File: src/rtl/fb_arbiter.sv
// Framebuffer bus arbiter: shares one Wishbone classic slave between the display
// line fetcher (m0, urgency-priority) and the drawing writer (m1, round-robin otherwise).
module fb_arbiter #(
    parameter int AW       = 24,
    parameter int DW       = 32,
    parameter int MAX_HOLD = 16,
    parameter int TIMEOUT  = 255
) (
    input  logic            pixel_clk,
    input  logic            pixel_rst,
    input  logic            m0_cyc,
    input  logic            m0_stb,
    input  logic            m0_we,
    input  logic [AW-1:0]   m0_adr,
    input  logic [DW-1:0]   m0_dat_w,
    input  logic [DW/8-1:0] m0_sel,
    output logic            m0_ack,
    output logic            m0_err,
    output logic [DW-1:0]   m0_dat_r,
    input  logic            m1_cyc,
    input  logic            m1_stb,
    input  logic            m1_we,
    input  logic [AW-1:0]   m1_adr,
    input  logic [DW-1:0]   m1_dat_w,
    input  logic [DW/8-1:0] m1_sel,
    output logic            m1_ack,
    output logic            m1_err,
    output logic [DW-1:0]   m1_dat_r,
    input  logic            disp_urgent,
    output logic            s_cyc,
    output logic            s_stb,
    output logic            s_we,
    output logic [AW-1:0]   s_adr,
    output logic [DW-1:0]   s_dat_w,
    output logic [DW/8-1:0] s_sel,
    input  logic            s_ack,
    input  logic            s_err,
    input  logic [DW-1:0]   s_dat_r,
    output logic [1:0]      grant,
    output logic [7:0]      err_count
);

    localparam int HW = $clog2(MAX_HOLD + 1);
    localparam int TW = $clog2(TIMEOUT + 1);

    // Encoding doubles as the one-hot grant vector.
    typedef enum logic [1:0] {
        IDLE = 2'b00,
        G0   = 2'b01,
        G1   = 2'b10
    } state_t;

    state_t        state, state_nxt;
    logic          last, last_nxt;        // 1: m1 was granted most recently
    logic [HW-1:0] hold_cnt, hold_nxt;
    logic [TW-1:0] to_cnt, to_nxt;
    logic [7:0]    err_nxt;
    logic          timeout;

    function automatic logic [7:0] sat_inc(input logic [7:0] v);
        return (v == 8'hFF) ? v : v + 8'd1;
    endfunction

    always_ff @(posedge pixel_clk or posedge pixel_rst) begin
        if (pixel_rst) begin
            state     <= IDLE;
            last      <= 1'b1;
            hold_cnt  <= '0;
            to_cnt    <= '0;
            err_count <= '0;
        end else begin
            state     <= state_nxt;
            last      <= last_nxt;
            hold_cnt  <= hold_nxt;
            to_cnt    <= to_nxt;
            err_count <= err_nxt;
        end
    end

    assign grant = state;

    always_comb begin
        s_cyc   = 1'b0;
        s_stb   = 1'b0;
        s_we    = 1'b0;
        s_adr   = '0;
        s_dat_w = '0;
        s_sel   = '0;
        case (state)
            G0: begin
                s_cyc   = m0_cyc;
                s_stb   = m0_stb;
                s_we    = m0_we;
                s_adr   = m0_adr;
                s_dat_w = m0_dat_w;
                s_sel   = m0_sel;
            end
            G1: begin
                s_cyc   = m1_cyc;
                s_stb   = m1_stb;
                s_we    = m1_we;
                s_adr   = m1_adr;
                s_dat_w = m1_dat_w;
                s_sel   = m1_sel;
            end
            default: ;
        endcase
    end

    always_comb begin
        state_nxt = state;
        last_nxt  = last;
        hold_nxt  = hold_cnt;
        to_nxt    = to_cnt;
        err_nxt   = err_count;
        timeout   = 1'b0;
        case (state)
            IDLE: begin
                if (m0_cyc && (disp_urgent || last || !m1_cyc)) begin
                    state_nxt = G0;
                    last_nxt  = 1'b0;
                    hold_nxt  = '0;
                    to_nxt    = '0;
                end else if (m1_cyc) begin
                    state_nxt = G1;
                    last_nxt  = 1'b1;
                    hold_nxt  = '0;
                    to_nxt    = '0;
                end
            end
            G0, G1: begin
                // A slave ack or err in the expiry cycle terminates normally instead.
                timeout = s_cyc && s_stb && !s_ack && !s_err && (to_cnt == TW'(TIMEOUT));
                if (timeout) begin
                    err_nxt   = sat_inc(err_count);
                    state_nxt = IDLE;
                end else begin
                    if (s_ack || s_err)
                        to_nxt = '0;
                    else if (s_cyc && s_stb)
                        to_nxt = to_cnt + TW'(1);
                    if (state == G1) begin
                        if (!disp_urgent)
                            hold_nxt = '0;
                        else if (s_ack)
                            hold_nxt = hold_cnt + HW'(1);
                    end
                    if (!s_cyc)
                        state_nxt = IDLE;
                    else if (state == G1 && disp_urgent && s_ack &&
                             hold_cnt == HW'(MAX_HOLD - 1))
                        state_nxt = IDLE;
                end
            end
            default: state_nxt = IDLE;
        endcase
    end

    always_comb begin
        m0_ack   = 1'b0;
        m0_err   = 1'b0;
        m0_dat_r = '0;
        m1_ack   = 1'b0;
        m1_err   = 1'b0;
        m1_dat_r = '0;
        if (state == G0) begin
            m0_ack   = s_ack;
            m0_err   = s_err || timeout;
            m0_dat_r = s_dat_r;
        end else if (state == G1) begin
            m1_ack   = s_ack;
            m1_err   = s_err || timeout;
            m1_dat_r = s_dat_r;
        end
    end

endmodule

File: config.mk
export PLATFORM = sky130hd
export DESIGN_NAME = fb_arbiter
export DESIGN_NICKNAME = d
export VERILOG_FILES = /design/src/rtl/fb_arbiter.sv
export SDC_FILE = /design/constraint.sdc
export NUM_CORES = 1
export LEC_CHECK = 0
export CAP_MARGIN = 40
export CORE_AREA = 2 2 118 120
export CTS_CLUSTER_DIAMETER = 120
export DETAILED_ROUTE_END_ITERATION = 6
export DIE_AREA = 0 0 120 122
export PLACE_DENSITY_LB_ADDON = 0.15
export SYNTH_ARGS = -nofsm -noshare
export SYNTH_HDL_FRONTEND = slang
export SYNTH_SLANG_ARGS = --single-unit
File: constraint.sdc
create_clock -name pixel_clk -period 2.9 [get_ports pixel_clk]
set_clock_uncertainty 0.05 [all_clocks]
set_input_delay 0.435 -clock pixel_clk [delete_from_list [all_inputs] [get_ports pixel_clk]]
set_output_delay 0.435 -clock pixel_clk [all_outputs]
set_load 0.05 [all_outputs]
==> results.cfg <==
[status]
status = finished clean

[die]
ios = 304
fp.dieH_um = 122
start_util = 0.217
std_cell_rows = 43
die_w_um = 120
core_area_um2 = 13500
die_area_um2 = 14600

[routing]
wire_per_inst_um = 21.0
vias = 4048
drc_errors = 0
vias_per_cell = 4.75
first_pass_iters = 4
antenna_left = 0
drt-total-wl_mm = 17.9
drt_iter0_markers = 225

[global_route]
grtUsageMet3 = 0.0857
grtUsageTotal = 0.236
use_met2 = 0.411
grt_pass1_wl_mm = 26.3
grt_overflow_total = 0
grt_pass1_vias = 4086
antenna_found_initial = 4
met1_usage = 0.284
grt_max_degree = 63
busiest_layer = met2

[clock_tree]
h-tree-depth = 1
clkSinkCount = 24
cts_buffers = 3
hold_buffers = 0
clock_latency_ns = 0.26
cts_setup_buffers = 0
clkTransAtPathRegs_ns = 0.07
cts_buffer_depth = 2
cts.root.buffer_cell = clkbuf_16
cts-resized-gates = 0
cts_tree = yes

[synth]
synth_area_um2 = 2930
synth_warnings = 0
syn_avg_cell_area_um2 = 7.72
synthAdderAreaFrac = 0.0299
synth_compound_gate_area_share = 0.253
muxShareOfSynthArea = 0.0261
yosysSeqAreaShare = 0.206
syn_inst = 379
synthXorXnorAreaFrac = 0.0210
synthTopCellsByCount = 69 x and2_1, 65 x nor2b_1, 62 x a22oi_1
synthFlopType = dfrtp_1
synth_top_area_cell = dfrtp_1
synth-edff-count = 0
yosysMostFrequentCell = and2_1
yosys.area_share.simple = 0.413
postSynth.asyncResetShare = 1.00
synth_seq_cells = 24
synth_area_leaders = dfrtp_1 20%, a22oi_1 16%, and2_1 15%, nor2b_1 14%, ha_1 3.0%
synth_top_family_by_area = simple AND/OR/NAND/NOR gates
synth_top_area_frac = 0.197
ys_types = 49
synth_nets = 549

[sta]
fin_crit_ns = 2.71
drv_slew = 0
report.final.hold_viol_count = 0
setup_viol = 0
slew_headroom = 0.658
max_slew.worst_pin.slew_ns = 0.514
tns_ns = 0
fin_crit_sh = 0.935
rsz0062_at_grt = false
fmax_mhz = 369

[critical_path]
reg2reg_to = hold_cnt[4]$_DFFE_PP0P_
critical_path.top_delay_family = buffers and inverters
worst-path-buf-inv = 3
cp.arrival_ns = 2.23
crit_slowest_cell = dfrtp_1
r2r-start = grant[0]$_DFFE_PP0P_
required_ns = 2.41
worstSetupPathType = flop to primary output
critPathLaunchType = flop
endpoint_kind = primary output
worstPathCellList = inv_1 > ha_4 > buf_4 > a22oi_1 > nor2b_1 > buf_12
cp_max_fo = 29
cpPeakStageDelay_ns = 0.42
ff2ff_setup_slack_ns = 0.49
rr_worst_depth = 7

[layout]
instances_no_fill = 853
nNetsFinal = 842
finish.utilization = 0.569
fill_cells = 1125
areaGrowthSynthToFinish_pct = 163
drive_gt1_frac = 0.265

[hold_path]
hp-class = input port to async pin

[place]
portBuffers = 303
hpwl_mm = 14.9
gp_congestion = 0.887
placed_cells = 847

[pwr]
vdd_drop_max_uv = 686
p_per_area_nw_per_um2 = 973
p_leak_nw = 2.99

[flow_run]
drv_cap = 0
layer usage:
layer	wire [µm]	share of wire
met4	273	0.015
met1	7140	0.40
met3	1820	0.10
met5	27	0.0015
met2	8670	0.48
cells in the final DEF (no fill, tap or decap), types with 7 or more instances in the layout:
master / synthesis / final
clkdlybuf4s50_1: 0 / 172
buf_12: 0 / 131
and2_1: 69 / 69
a22oi_1: 62 / 62
nor2b_1: 65 / 49
dfrtp_1: 23 / 23
nor2b_2: 0 / 16
nand2_1: 14 / 14
buf_4: 0 / 14
nand3_1: 13 / 13
a31oi_1: 8 / 8
inv_1: 8 / 8
nand4_1: 7 / 7
xnor2_1: 7 / 7
nor2_1: 7 / 7
and3_1: 7 / 7
cells by family after synthesis:
logic type      Yosys count
xor+xnor                  7
compound gates           98
fa+ha+maj                 7
flops                    24
mux                       7
buf+inv                  39
simple gates            197
state kept, by name, summed over array words and instances, names as in the netlist:
signal and flops:
err_count 8, grant 2, last 1, to_cnt 8, hold_cnt 5
stage by stage:
step	hold WS (ns)	cell area (µm²)	power, mW	setup slack, ns
finish	0.379	7680	7.48	0.188
global route	0.406	7680	7.78	0.0260
CTS	0.385	7680	7.52	0.143
detailed placement	0.449	7570	7.10	0.336
global placement	0.425	7540	7.04	0.384
floorplan	0.399	2970	3.86	0.0499
worst max path at each step:
stage                                    start           to  cells past startpoint
after CTS                 grant[0]$_DFFE_PP0P_  s_dat_w[10]                      6
after floorplan           grant[0]$_DFFE_PP0P_       m0_err                      6
final                     grant[1]$_DFFE_PP0P_   s_dat_w[1]                      6
after detailed placement                 s_ack       m0_err                      6
after global routing      grant[1]$_DFFE_PP0P_   s_dat_w[1]                      6
after global placement                   s_ack       m0_err                      6
layout make-up:
| class | instances | area, µm² | area share |
|---|---|---|---|
| antenna | 2 | 5.00 | 0.000651 |
| clock buffer | 3 | 75.1 | 0.00977 |
| clock inverter | 1 | 30.0 | 0.00391 |
| inverter | 8 | 30.0 | 0.00391 |
| multi-input combinational | 316 | 2230 | 0.290 |
| sequential | 24 | 602 | 0.0783 |
| tap | 180 | 225 | 0.0293 |
| timing repair buffer | 319 | 4490 | 0.584 |
report_power, final:
group,switching (mW),internal [mW]
sequential,0.0349,0.371
clock,0.124,0.275
combinational,3.69,2.98
total,3.85,3.63
Power figures use the tool's default switching activity.
